<file path="config.mk">
export PLATFORM = sky130hd
export DESIGN_NAME = mem2d_raster_reader
export DESIGN_NICKNAME = d
export VERILOG_FILES = /design/src/rtl/mem2d_pkg.sv /design/src/rtl/mem2d_rd_skid.sv /design/src/rtl/mem2d_raster_reader.sv
export SDC_FILE = /design/constraint.sdc
export NUM_CORES = 1
export LEC_CHECK = 0
export CORE_MARGIN = 2
export CORE_UTILIZATION = 55
export CTS_BUF_LIST = sky130_fd_sc_hd__clkbuf_8
export CTS_CLUSTER_SIZE = 12
export DETAILED_ROUTE_END_ITERATION = 6
export GPL_ROUTABILITY_DRIVEN = 0
export PLACE_DENSITY = 0.81
export SLEW_MARGIN = 10
export SYNTH_ARGS = -nofsm -noshare
export SYNTH_HDL_FRONTEND = slang
export SYNTH_SLANG_ARGS = --single-unit
export TNS_END_PERCENT = 1
</file>
<file path="constraint.sdc">
create_clock -name clk -period 4.1 [get_ports clk]
set_input_delay 1.23 -clock clk [delete_from_list [all_inputs] [get_ports clk]]
set_output_delay 1.23 -clock clk [all_outputs]
set_load 0.03 [all_outputs]
</file>
<file path="src/rtl/mem2d_pkg.sv">
// mem2d_pkg: shared definitions for the 64x32x8 two-dimensional byte memory clients.
//   - default address/data widths
//   - reader FSM state enum
//   - FIFO entry carried from the memory read port to the output stream
package mem2d_pkg;

    localparam int unsigned AX_W_DEF   = 6;
    localparam int unsigned AY_W_DEF   = 5;
    localparam int unsigned DATA_W_DEF = 8;

    typedef enum logic [1:0] {
        StIdle,
        StScan,
        StDrain
    } rd_state_e;

    typedef struct packed {
        logic [DATA_W_DEF-1:0] data;
        logic                  eol;
        logic                  last;
    } rd_entry_t;

endpackage

</file>
<file path="src/rtl/mem2d_rd_skid.sv">
// mem2d_rd_skid: 2-entry synchronous fall-through FIFO.
// An entry pushed into an empty FIFO is visible on head in the same cycle, and is
// consumed without being stored if popped in that cycle.
// Ports:
//   clk, rst        clock, synchronous active-high reset
//   push, push_entry  write strobe and entry (must not push when full)
//   pop             read strobe (only while valid)
//   count           stored entries (0..2), excluding a same-cycle bypass
//   valid           head holds an entry (stored or bypassed)
//   head            oldest entry
module mem2d_rd_skid
    import mem2d_pkg::*;
#(
    parameter type entry_t = rd_entry_t
) (
    input  logic       clk,
    input  logic       rst,
    input  logic       push,
    input  entry_t     push_entry,
    input  logic       pop,
    output logic [1:0] count,
    output logic       valid,
    output entry_t     head
);

    entry_t     mem_q [2];
    logic       wr_ptr_q;
    logic       rd_ptr_q;
    logic [1:0] count_q;

    logic empty;
    logic bypass;
    logic do_wr;
    logic do_rd;

    always_comb begin
        empty  = (count_q == 2'd0);
        valid  = !empty || push;
        head   = empty ? push_entry : mem_q[rd_ptr_q];
        bypass = empty && push && pop;
        do_wr  = push && !bypass;
        do_rd  = pop && !empty;
        count  = count_q;
    end

    always_ff @(posedge clk) begin
        if (rst) begin
            mem_q[0] <= '0;
            mem_q[1] <= '0;
            wr_ptr_q <= 1'b0;
            rd_ptr_q <= 1'b0;
            count_q  <= 2'd0;
        end else begin
            if (do_wr) begin
                mem_q[wr_ptr_q] <= push_entry;
                wr_ptr_q        <= ~wr_ptr_q;
            end
            if (do_rd) begin
                rd_ptr_q <= ~rd_ptr_q;
            end
            count_q <= count_q + {1'b0, do_wr} - {1'b0, do_rd};
        end
    end

endmodule

</file>
<file path="src/rtl/mem2d_raster_reader.sv">
// mem2d_raster_reader: scans a rectangular window of the 2-D byte memory and streams
// the elements out on a valid/ready interface with end-of-line and end-of-window marks.
// Build option: MEM2D_RD_COLMAJOR_EN selects a column-major scan (out_eol then marks
// the last element of each column); default is row-major.
// Ports:
//   clk, rst                    clock, synchronous active-high reset
//   start, x0, y0, win_w, win_h scan request and window (sizes 1..64 / 1..32)
//   mem_addr_x/y, mem_rd_en     memory read port; mem_data returns one cycle later
//   mem_wr_enable               always 0
//   out_data/valid/ready        output stream
//   out_eol, out_last           row (column) end and window end flags
//   busy, done                  scan active, one-cycle completion pulse
// DATA_W must equal the package entry data width.
module mem2d_raster_reader
    import mem2d_pkg::*;
#(
    parameter int unsigned AX_W   = AX_W_DEF,
    parameter int unsigned AY_W   = AY_W_DEF,
    parameter int unsigned DATA_W = DATA_W_DEF
) (
    input  logic              clk,
    input  logic              rst,
    input  logic              start,
    input  logic [AX_W-1:0]   x0,
    input  logic [AY_W-1:0]   y0,
    input  logic [AX_W:0]     win_w,
    input  logic [AY_W:0]     win_h,
    output logic [AX_W-1:0]   mem_addr_x,
    output logic [AY_W-1:0]   mem_addr_y,
    output logic              mem_rd_en,
    output logic              mem_wr_enable,
    input  logic [DATA_W-1:0] mem_data,
    output logic [DATA_W-1:0] out_data,
    output logic              out_valid,
    input  logic              out_ready,
    output logic              out_eol,
    output logic              out_last,
    output logic              busy,
    output logic              done
);

    localparam logic [AX_W:0] WinWMax = (AX_W+1)'(1 << AX_W);
    localparam logic [AY_W:0] WinHMax = (AY_W+1)'(1 << AY_W);

    rd_state_e       state_q, state_d;
    logic [AX_W-1:0] x0_q, x0_d;
    logic [AY_W-1:0] y0_q, y0_d;
    logic [AX_W:0]   w_q, w_d;
    logic [AY_W:0]   h_q, h_d;
    logic [AX_W:0]   col_q, col_d;
    logic [AY_W:0]   row_q, row_d;
    logic [AX_W-1:0] addr_x_q;
    logic [AY_W-1:0] addr_y_q;
    logic            inflight_q;
    logic            eol_q;
    logic            last_q;

    logic            col_last;
    logic            row_last;
    logic            issue_eol;
    logic            issue_last;
    logic [AX_W-1:0] cur_x;
    logic [AY_W-1:0] cur_y;
    logic            pop;
    logic [2:0]      occ;
    logic            legal;

    rd_entry_t       push_entry;
    rd_entry_t       head;
    logic [1:0]      fifo_count;
    logic            fifo_valid;

    mem2d_rd_skid #(
        .entry_t (rd_entry_t)
    ) u_skid (
        .clk        (clk),
        .rst        (rst),
        .push       (inflight_q),
        .push_entry (push_entry),
        .pop        (pop),
        .count      (fifo_count),
        .valid      (fifo_valid),
        .head       (head)
    );

    // Returned data joins the flags computed when its read was issued.
    always_comb begin
        push_entry.data = mem_data;
        push_entry.eol  = eol_q;
        push_entry.last = last_q;
    end

    always_comb begin
        col_last   = (col_q == w_q - (AX_W+1)'(1));
        row_last   = (row_q == h_q - (AY_W+1)'(1));
`ifdef MEM2D_RD_COLMAJOR_EN
        issue_eol  = row_last;
`else
        issue_eol  = col_last;
`endif
        issue_last = col_last && row_last;
        // Truncation makes windows wrap around the memory edges.
        cur_x      = x0_q + col_q[AX_W-1:0];
        cur_y      = y0_q + row_q[AY_W-1:0];
        pop        = fifo_valid && out_ready;
        // Entries that will occupy the FIFO next cycle if nothing new is issued.
        occ        = {1'b0, fifo_count} + {2'b00, inflight_q} - {2'b00, pop};
        mem_rd_en  = (state_q == StScan) && (occ < 3'd2);
        legal      = (win_w != '0) && (win_w <= WinWMax) &&
                     (win_h != '0) && (win_h <= WinHMax);
    end

    always_comb begin
        state_d = state_q;
        x0_d    = x0_q;
        y0_d    = y0_q;
        w_d     = w_q;
        h_d     = h_q;
        col_d   = col_q;
        row_d   = row_q;
        done    = 1'b0;
        unique case (state_q)
            StIdle: begin
                if (start && legal) begin
                    x0_d    = x0;
                    y0_d    = y0;
                    w_d     = win_w;
                    h_d     = win_h;
                    col_d   = '0;
                    row_d   = '0;
                    state_d = StScan;
                end
            end
            StScan: begin
                if (mem_rd_en) begin
`ifdef MEM2D_RD_COLMAJOR_EN
                    if (row_last) begin
                        row_d = '0;
                        col_d = col_q + (AX_W+1)'(1);
                    end else begin
                        row_d = row_q + (AY_W+1)'(1);
                    end
`else
                    if (col_last) begin
                        col_d = '0;
                        row_d = row_q + (AY_W+1)'(1);
                    end else begin
                        col_d = col_q + (AX_W+1)'(1);
                    end
`endif
                    if (issue_last) begin
                        state_d = StDrain;
                    end
                end
            end
            StDrain: begin
                if (fifo_count == 2'd0 && !inflight_q) begin
                    done    = 1'b1;
                    state_d = StIdle;
                end
            end
            default: state_d = StIdle;
        endcase
    end

    always_comb begin
        mem_addr_x    = mem_rd_en ? cur_x : addr_x_q;
        mem_addr_y    = mem_rd_en ? cur_y : addr_y_q;
        mem_wr_enable = 1'b0;
        out_valid     = fifo_valid;
        out_data      = fifo_valid ? head.data : '0;
        out_eol       = fifo_valid && head.eol;
        out_last      = fifo_valid && head.last;
        busy          = (state_q != StIdle);
    end

    always_ff @(posedge clk) begin
        if (rst) begin
            state_q    <= StIdle;
            x0_q       <= '0;
            y0_q       <= '0;
            w_q        <= '0;
            h_q        <= '0;
            col_q      <= '0;
            row_q      <= '0;
            addr_x_q   <= '0;
            addr_y_q   <= '0;
            inflight_q <= 1'b0;
            eol_q      <= 1'b0;
            last_q     <= 1'b0;
        end else begin
            state_q    <= state_d;
            x0_q       <= x0_d;
            y0_q       <= y0_d;
            w_q        <= w_d;
            h_q        <= h_d;
            col_q      <= col_d;
            row_q      <= row_d;
            inflight_q <= mem_rd_en;
            eol_q      <= mem_rd_en && issue_eol;
            last_q     <= mem_rd_en && issue_last;
            if (mem_rd_en) begin
                addr_x_q <= cur_x;
                addr_y_q <= cur_y;
            end
        end
    end

endmodule

</file>
==> results of run 1 <==
==> cell usage in the layout, fill, tap and decap left out, types with 5 or more instances in the layout <==
| cell | n |
|---|---|
| a21oi_1 | 20 |
| xnor2_1 | 18 |
| mux2i_1 | 31 |
| buf_4 | 16 |
| or3_1 | 5 |
| dfxtp_1 | 58 |
| clkdlybuf4s50_1 | 46 |
| nor2_1 | 48 |
| clkbuf_8 | 9 |
| buf_6 | 6 |
| a21o_1 | 6 |
| nand3_1 | 14 |
| nor3_1 | 16 |
| inv_1 | 20 |
| xor2_1 | 16 |
| edfxtp_1 | 20 |
| o211ai_1 | 5 |
| nand2_1 | 26 |
| and2_1 | 21 |
| o21ai_0 | 15 |
| ha_1 | 15 |
| o21ai_2 | 5 |
| nor2b_1 | 12 |
==> registers in the layout, indices dropped and copies added (netlist names), 6 cells and up, named ones only <==
register / flops
u_skid.mem_q: 20
col_q: 7
w_q: 7
addr_x_q: 6
h_q: 6
row_q: 6
x0_q: 6
==> where the power goes <==
part	switching (mW)	leakage (nW)	internal, mW
Combinational	0.414	1.26	0.323
Sequential	0.0605	0.676	0.835
Clock	0.283	0.125	0.403
==> what timing repair did <==
action                                  in CTS  in global routing
pin swaps                                    4                  4
resized for setup                           29                  4
cloned                                       0                  0
endpoints found under the setup margin      12                 12
hold endpoints to repair                     0                  0
==> final timing paths <==
path	start	endpoint	slack (ns)
worst min-delay path	addr_y_q[3]$_SDFF_PP0_	addr_y_q[3]$_SDFF_PP0_	0.47
worst min register to register	addr_y_q[3]$_SDFF_PP0_	addr_y_q[3]$_SDFF_PP0_	0.47
worst max-delay path	out_ready	mem_addr_x[5]	0.08
worst max register to register	u_skid.count[1]$_SDFF_PP0_	row_q[2]$_SDFFE_PP0P_	1.03
==> final cells by class <==
| class | instances | area [um2] | area share [%] |
|---|---|---|---|
| inverter | 20 | 80.1 | 1.54 |
| multi-input combinational | 326 | 2290 | 44.1 |
| clock buffer | 9 | 124 | 2.39 |
| timing repair buffer | 71 | 693 | 13.4 |
| tap | 99 | 124 | 2.39 |
| clock inverter | 7 | 114 | 2.20 |
| sequential | 78 | 1760 | 34.0 |
==> logic make-up after synthesis <==
kind of cell | after synthesis | synth area share (%)
xor gates and xnor gates | 36 | 7.89
AOI/OAI and AO/OA | 74 | 11.6
buffers and inverters | 40 | 4.47
and+or+nand+nor | 165 | 20.0
adders and majority gates | 18 | 5.94
DFF | 78 | 42.2
other | 1 | 0.0899
muxes | 32 | 7.71
==> metal layers <==
metal	vias to the layer above	routed length (um)	GRT usage, %
li1	1668	-	-
met1	1600	4260	31.6
met2	79	4320	36.7
met3	11	436	4.40
met4	0	90	6.06
met5	-	0	0
==> worst max-delay path, delay by kind of cell <==
| kind | cells | cell delay [ns] |
|---|---|---|
| buffers and inverters | 4 | 0.46 |
| adder cells (fa/ha/maj) | 1 | 0.39 |
| XOR/XNOR | 2 | 0.31 |
| AND/OR/NAND/NOR | 3 | 0.28 |
| AO/OA/AOI/OAI | 1 | 0.11 |
==> stage by stage <==
step	hold WS (ns)	instance area, um2	setup slack [ns]	power [mW]
final	0.467	5180	0.0776	2.32
after global routing	0.507	5180	-0.0202	2.43
after CTS	0.466	5180	-0.00582	2.31
after detailed placement	0.456	4870	-0.602	1.58
after global placement	0.452	4870	-0.492	1.57
after floorplan	0.444	4190	-0.0684	1.34
==> results.txt, run 1 <==
outcome: completed
Worst VDD drop: 0.000194 V
dpl hpwl: 6420 um
initial antenna violation count: 0
Slowest Stage Delay on Critical Path: 0.39 ns
CP Launch Type: input pin
Avg Vias per Cell: 5.50
Syn Std Cell Area: 4170 um2
Slowest-stage cell, CP: fa_2
syn nets: 498
crit end category: output pin
Synth top area share: 27.8%
most numerous cell on the critical path: buf_6
Fmax achieved: 249 MHz
min cycle time layout: 4.02 ns
die footprint: 8290 um2
Post-synth ARST share: 0%
Pins Over Slew Limit: 0
share of cells above drive strength 1: 12.3%
detailed router's first-iteration violation count: 224
Initial DRT Pass Iterations: 5
number of fill cells in the layout: 583
CTS tree: built
Post-synth EDFFs: 20
Tot GR Track Use: 22.8%
setup TNS: 0 ns
max cap viols: 0
root buffer cell: clkbuf_8
I/O pin count: 62
Residual DRC: 0
placed cell count: 595
critical path arrival: 2.79 ns
Finish-stage setup viols: 0
Leakage: 2.06 nW
first-pass GRT wire length: 15,400 um
worst path cell trace: buf_6 > xor2_1 > nand2_1 > fa_2 > xnor2_4 > nand3_4 > clkinv_4 > buf_6 > nor2_2 > a21oi_4 > buf_6
Max-slew headroom: 46.3%
Routed WL: 9120 um
Tcrit/Tclk final: 98.1%
DR WL/cell: 14.9 um
cts bufs inserted: 9
vias in the first global route: 3,305
post-route non-filler standard cell count: 610
worst reg2reg path depth: 11
#FFs+latches synth: 78
Hold WC Path Type: flop to flop
Worst Tran Pin Value: 0.800 ns
critical path data required time: 2.87 ns
ANT cells: 0
list of most frequent post-synthesis cells: dfxtp_1, nor2_1, mux2i_1
later-pin clock latency in the skew report: 0.35 ns
CTS Hold Buffers Added: 0
count of input and output buffers: 60
Routed Antenna Nets: 0
cell count after synthesis: 444
initial core utilization: 57.2%
top cells by area, synth: dfxtp_1, edfxtp_1, mux2i_1
clock tree buffer depth: 2
core box area: 7290 um2
yosys warns: 0
sequential fraction of the synthesis area: 42.2%
Hold Vio Cnt, Final: 0
Max FO, Critical Path: 8
clk slew on worst S/H paths: 0.07 ns
chip width: 91.1 um
CP Class: input pin to output pin
postcts setup bufs: 0
worst clock skew: 0.0112 ns
final core utilization: 71.1%
most common cell in the synthesized netlist: dfxtp_1
Avg Cell Area, Syn: 9.39 um2
ys flop type: dfxtp_1
largest net degree at the start of global routing: 35
# H-tree levels: 3
Nets: 560
pwr dens: 447 nW/um2
total number of vias: 3,358
Synth area leader: dfxtp_1
Unique masters post-synth: 56
# clock sinks: 78
Site Rows: 31
Cells on Worst Hold Path: 2
gr ovfl total: 0
Area growth syn-to-layout: 24.3%
die height: 91.1 um
(Power assumes the default switching activity.)
==> run 2, diff against run 1 <==
CORE_UTILIZATION = 56   (was 55)
PLACE_DENSITY = 0.82   (was 0.81)
==> run 2 against run 1 <==
The run now ends with negative setup slack left. Highest routed layer unchanged. Fmax shrank 2.8%. Global-route usage rose by 0.98 points. Non-clock buffer count up 5. First-iteration DRC count down 24%.
==> results.txt, run 2 (synthesis results as in run 1) <==
# H-tree levels: 3 (unchanged)
Worst Tran Pin Value: 0.756 ns (-0.0443 ns)
Finish-stage setup viols: 4 (+4)
Slowest Stage Delay on Critical Path: 0.39 ns (about the same)
Hold Vio Cnt, Final: 0 (unchanged)
post-route non-filler standard cell count: 615 (+0.82%)
gr ovfl total: 0 (unchanged)
Routed WL: 9510 um (+4.3%)
gr busiest metal: met2
Initial DRT Pass Iterations: 4 (-1)
R2R setup slack: 1.06 ns (+0.03 ns)
CP delay by family, top: buffers and inverters
Leakage: 2.11 nW (+2.5%)
pwr dens: 446 nW/um2 (-0.31%)
# clock sinks: 78 (unchanged)
clock tree buffer depth: 2 (unchanged)
first-pass GRT wire length: 15,700 um (+2.2%)
initial antenna violation count: 0 (unchanged)
vias in the first global route: 3,252 (-1.6%)
worst path cell trace: buf_8 > xor2_1 > nand2_1 > fa_2 > xnor2_4 > nand3_4 > buf_6 > clkinv_4 > mux2_4 > buf_6
detailed router's first-iteration violation count: 171 (-24%)
root buffer cell: clkbuf_8
CTS Hold Buffers Added: 0 (unchanged)
worst setup margin: -0.0396 ns (-0.117 ns)
Avg Vias per Cell: 5.50 (-0.10%)
cts bufs inserted: 9 (unchanged)
Buf/Inv on CP: 4 (unchanged)
die footprint: 8150 um2 (-1.7%)
hold slack: 0.479 ns (+0.0119 ns)
max cap viols: 0 (unchanged)
number of fill cells in the layout: 529 (-9.3%)
chip width: 90.3 um (-0.86%)
commonest non-fill, non-tap cell in the layout: dfxtp_1
Worst VDD drop: 0.000282 V (+45%)
largest net degree at the start of global routing: 45 (+29%)
CP Class: input pin to output pin
DR WL/cell: 15.5 um (+3.4%)
placed cell count: 593 (-0.34%)
crit end category: output pin
Nets: 565 (+0.89%)
Top reg by flops: u_skid.mem_q
critical path arrival: 2.91 ns (+0.12 ns)
later-pin clock latency in the skew report: 0.35 ns (about the same)
Routed Antenna Nets: 0 (unchanged)
CTS tree: built
post-route cell area: 5310 um2 (+2.3%)
outcome: complete, but fails checks
dpl cell area: 4850 um2 (-0.56%)
die height: 90.3 um (-0.86%)
Fmax achieved: 242 MHz (-2.8%)
most frequent cells in the layout: dfxtp_1, nor2_1, clkdlybuf4s50_1, mux2i_1
Hold WC Path Type: flop to flop
min cycle time layout: 4.14 ns (+0.117 ns)
GR Layer Usage met2: 39.0% (+2.4 points)
count of input and output buffers: 60 (unchanged)
initial core utilization: 57.8% (+0.61 points)
core box area: 7210 um2 (-1.1%)
total number of vias: 3,382 (+0.71%)
Area growth syn-to-layout: 27.2%
share of cells above drive strength 1: 14.3% (+2.0 points)
M1 GR Usage: 31.9% (+0.35 points)
RSZ-0062 raised after global routing: yes
Max-slew headroom: 49.2% (+3.0 points)
Top Registers: u_skid.mem_q (20), col_q (7), w_q (7)
most numerous cell on the critical path: buf_6
clk slew on worst S/H paths: 0.08 ns (about the same)
Slowest-stage cell, CP: fa_2
Site Rows: 31 (unchanged)
CP Launch Type: input pin
critical path data required time: 2.87 ns (about the same)
grt met3 use: 4.01% (-0.39 points)
worst clock skew: 0.0108 ns (-0.000359 ns)
pre-CTS setup slack: -0.510 ns (+0.0921 ns)
violated checks: negative setup slack
Tcrit/Tclk final: 101% (+2.9 points)
max reg flops: 20 (unchanged)
dpl hpwl: 6170 um (-3.8%)
ANT cells: 0 (unchanged)
Tot GR Track Use: 23.8% (+0.98 points)
Pins Over Slew Limit: 0 (unchanged)
Max FO, Critical Path: 4 (-4)
Residual DRC: 0 (unchanged)
I/O pin count: 62 (unchanged)
run 2: where the power goes:
| part | switching, mW | internal [mW] |
|---|---|---|
| sequential | 0.0620 | 0.835 |
| combinational | 0.427 | 0.358 |
| clock | 0.279 | 0.403 |
run 2: layout make-up:
type / count / area (um2) / area share [%]
Clock buffer: 9 / 124 / 2.33
Clock inverter: 7 / 114 / 2.15
Inverter: 20 / 80.1 / 1.51
Multi-Input combinational cell: 326 / 2310 / 43.5
Sequential cell: 78 / 1760 / 33.2
Tap cell: 99 / 124 / 2.33
Timing Repair Buffer: 76 / 793 / 15.0
run 2: worst register-to-register path, cell delays in order, from the launching register on:
cell,delay [ns]
dfxtp_1,0.42
or3_1,0.43
and3_1,0.24
fa_2,0.41
xnor2_4,0.19
nand3_4,0.13
buf_6,0.16
clkinv_4,0.06
buf_8,0.13
o22ai_2,0.15
nor2_1,0.47
nor3_1,0.11
run 2: repair_timing:
item | 4_1_cts | 5_1_grt
gates cloned | 0 | 1
endpoints found under the setup margin | 12 | 11
hold endpoints to repair | 0 | 0
pin swaps | 4 | 3
setup buffers | 4 | 1
gates resized for setup | 27 | 23
run 2: per-stage QoR:
stage | utilization, % | power (mW) | setup TNS [ns]
global route | 73.5 | 2.47 | -0.528
global placement | 67.2 | 1.55 | -5.14
CTS | 71.6 | 2.30 | -0.00169
detailed placement | 67.2 | 1.57 | -5.57
floorplan | - | 1.34 | -0.397
finish | 73.5 | 2.36 | -0.0795
run 2: path summary, 6_finish.rpt:
check / startpoint / to / depth (start not counted)
max: out_ready / mem_addr_x[4] / 10
min: addr_y_q[0]$_SDFF_PP0_ / addr_y_q[0]$_SDFF_PP0_ / 2
max reg2reg: u_skid.count[1]$_SDFF_PP0_ / col_q[6]$_SDFFE_PP0P_ / 11
min reg2reg: addr_y_q[0]$_SDFF_PP0_ / addr_y_q[0]$_SDFF_PP0_ / 2
run 2: per-layer routing:
layer | part of all wire (%) | vias to the layer above
met4 | 0.79 | 0
met3 | 5.0 | 6
met5 | 0 | -
met1 | 44 | 1614
li1 | - | 1672
met2 | 50 | 90
==> run 3, diff against run 2 <==
--- a/config.mk
+++ b/config.mk
@@ -7,10 +7,11 @@
 export LEC_CHECK = 0
 export CORE_MARGIN = 2
-export CORE_UTILIZATION = 56
+export CORE_UTILIZATION = 45
 export CTS_BUF_LIST = sky130_fd_sc_hd__clkbuf_8
 export CTS_CLUSTER_SIZE = 12
 export DETAILED_ROUTE_END_ITERATION = 6
 export GPL_ROUTABILITY_DRIVEN = 0
-export PLACE_DENSITY = 0.82
+export GPL_TIMING_DRIVEN = 0
+export PLACE_DENSITY = 0.68
 export SLEW_MARGIN = 10
 export SYNTH_ARGS = -nofsm -noshare
==> constraint.sdc (replaced) <==
create_clock -name clk -period 4.1 [get_ports clk]
set_input_delay 1.23 -clock clk [delete_from_list [all_inputs] [get_ports clk]]
set_output_delay 1.23 -clock clk [all_outputs]
set_load 0.01 [all_outputs]
==> run 3 against run 2 <==
Cell area is 1.7% higher. Die area grew 23%. Critical endpoint is now mem_addr_x[0]. Total power is 0.46% higher. The flow now finishes without violations. Sequential share of layout area shrank 0.55 points. Core utilization shrank 14 points. First-iteration DRC count up 2.9%.
==> results.txt, run 3 (synthesis results as in run 1) <==
outcome: completed
Site Rows: 35 (+13%)
Max FO, Critical Path: 5 (+1)
Routed WL: 10,000 um (+5.7%)
cell-internal power: 1.65 mW (+3.6%)
# clock sinks: 78 (unchanged)
Buf/Inv on CP: 4 (unchanged)
Area growth syn-to-layout: 29.4%
Initial DRT Pass Iterations: 4 (unchanged)
register area: 1760 um2 (unchanged)
pre-CTS setup slack: -1.29 ns (-0.780 ns)
gr ovfl total: 0 (unchanged)
share of cells above drive strength 1: 15.1% (+0.75 points)
ANT cells: 0 (unchanged)
chip width: 100 um (+11%)
area of the multi-input gates: 2350 um2 (+1.7%)
Top Registers: u_skid.mem_q (20), col_q (7), w_q (7)
I/O pin count: 62 (unchanged)
later-pin clock latency in the skew report: 0.36 ns (about the same)
crit end category: output pin
worst path cell trace: buf_8 > xor2_2 > nand2_1 > fa_2 > xnor2_4 > nand3_4 > buf_6 > clkbuf_16 > nand2_2 > nand2_1 > buf_2
largest net degree at the start of global routing: 14 (-69%)
Tcrit/Tclk final: 98.8% (-2.1 points)
Residual DRC: 0 (unchanged)
CTS tree: built
Sw Ratio: 30.4% (-2.1 points)
worst clock skew: 0.0113 ns (+0.000455 ns)
Leakage: 2.14 nW (+1.6%)
Hold Vio Cnt, Final: 0 (unchanged)
Top reg by flops: u_skid.mem_q
cts bufs inserted: 9 (unchanged)
Avg Vias per Cell: 5.32 (-3.2%)
Max-slew headroom: 29.6% (-20 points)
commonest non-fill, non-tap cell in the layout: dfxtp_1
critical path data required time: 2.87 ns (about the same)
die height: 100 um (+11%)
detailed router's first-iteration violation count: 176 (+2.9%)
dpl hpwl: 6990 um (+13%)
Worst VDD drop: 0.000175 V (-38%)
sequential power share: 37.1% (-0.8 points)
most frequent cells in the layout: dfxtp_1, nor2_1, clkdlybuf4s50_1, mux2i_1
critical path arrival: 2.82 ns (-0.09 ns)
initial core utilization: 45.8% (-12 points)
DR WL/cell: 15.7 um (+1.4%)
CP Class: input pin to output pin
Hold WC Path Type: flop to flop
R2R setup slack: 1.24 ns (+0.18 ns)
count of input and output buffers: 60 (unchanged)
max cap viols: 0 (unchanged)
Net Switching: 0.722 mW (-6.0%)
Clock Power Share: 32.1% (+3.3 points)
min cycle time layout: 4.05 ns (-0.0869 ns)
root buffer cell: clkbuf_8
initial antenna violation count: 0 (unchanged)
core box area: 9110 um2 (+26%)
Fmax achieved: 247 MHz (+2.1%)
Slowest Stage Delay on Critical Path: 0.41 ns (+0.02 ns)
CTS Hold Buffers Added: 0 (unchanged)
Pins Over Slew Limit: 0 (unchanged)
number of fill cells in the layout: 800 (+51%)
first-pass GRT wire length: 16,400 um (+4.5%)
dpl cell area: 4910 um2 (+1.3%)
Slowest-stage cell, CP: fa_2
max reg flops: 20 (unchanged)
total number of vias: 3,411 (+0.86%)
Nets: 579 (+2.5%)
post-route cell area: 5400 um2 (+1.7%)
RSZ-0062 raised after global routing: yes
clock tree buffer depth: 2 (unchanged)
vias in the first global route: 3,310 (+1.8%)
worst setup margin: 0.0473 ns (+0.0869 ns)
logic gate share of total power: 30.8% (-2.4 points)
pwr dens: 440 nW/um2 (-1.2%)
Tot GR Track Use: 20.9% (-2.9 points)
CP delay by family, top: buffers and inverters
die footprint: 10,100 um2 (+23%)
Routed Antenna Nets: 0 (unchanged)
Finish-stage setup viols: 0 (-4)
CP Launch Type: input pin
most numerous cell on the critical path: nand2_1
Worst Tran Pin Value: 1.05 ns (+0.293 ns)
clk slew on worst S/H paths: 0.08 ns (about the same)
# H-tree levels: 3 (unchanged)
## run 3: cell types whose count changed in the layout (fill, tap and decap cells not counted), moves of 3 or more
cell      delta
buf_2        +7
clkbuf_1    +11
buf_6        -4
nand2_1      -6
clkbuf_8     +3
nand2_4      +5
## run 3: metrics by stage
stage	power [mW]	utilization [%]	hold slack, ns	TNS (ns)	cells
6_report	2.37	59.2	0.468	0	641
5_1_grt	2.48	59.2	0.477	-0.237	641
4_1_cts	2.35	58.4	0.465	-0.476	638
3_5_place_dp	1.51	53.9	0.458	-14.12	615
3_3_place_gp	1.49	53.9	0.450	-13.84	615
2_1_floorplan	1.25	-	0.444	0	444
## run 3: what timing repair did
item	4_1_cts	5_1_grt
setup buffers	6	3
cloned	1	0
pin swaps	12	8
endpoints found under the setup margin	12	12
resized for setup	93	10
## run 3: layout make-up
type,instances,area share [%]
multi-input cells,326,43.5
flip-flops and latches,78,32.7
repair buffers,70,12.3
plain buffers,20,2.67
well taps,111,2.57
clock inverters,7,2.53
clock buffers,9,2.30
inverters,20,1.48
## run 3: worst paths after layout
kind / startpoint / end / cells past startpoint
worst max-delay path: out_ready / mem_addr_x[0] / 11
worst min-delay path: addr_x_q[0]$_SDFF_PP0_ / addr_x_q[0]$_SDFF_PP0_ / 2
worst max register to register: w_q[0]$_SDFFE_PP0P_ / row_q[5]$_SDFFE_PP0P_ / 8
worst min register to register: addr_x_q[0]$_SDFF_PP0_ / addr_x_q[0]$_SDFF_PP0_ / 2
## run 3: power groups by stage
stage	logic, mW	registers [mW]	clock network (mW)
floorplan	0.371	0.881	0
global placement	0.600	0.889	0
detailed placement	0.614	0.891	0
CTS	0.709	0.878	0.765
global route	0.796	0.886	0.801
finish	0.731	0.881	0.763
## run 3: worst reg2reg max path: stages (launching register included)
cell,delay (ns)
dfxtp_1,0.43
inv_1,0.09
ha_1,0.27
nor2b_1,0.15
or3_2,0.45
a311oi_1,0.50
o21ai_0,0.33
a211oi_1,0.37
mux2i_1,0.21
## run 3: layer usage
layer	global-route usage [%]	routed length, um	share of wire [%]
met1	28.3	4850	48
met2	33.6	4640	46
met3	3.97	419	4.2
met4	7.17	141	1.4
met5	0	0	0
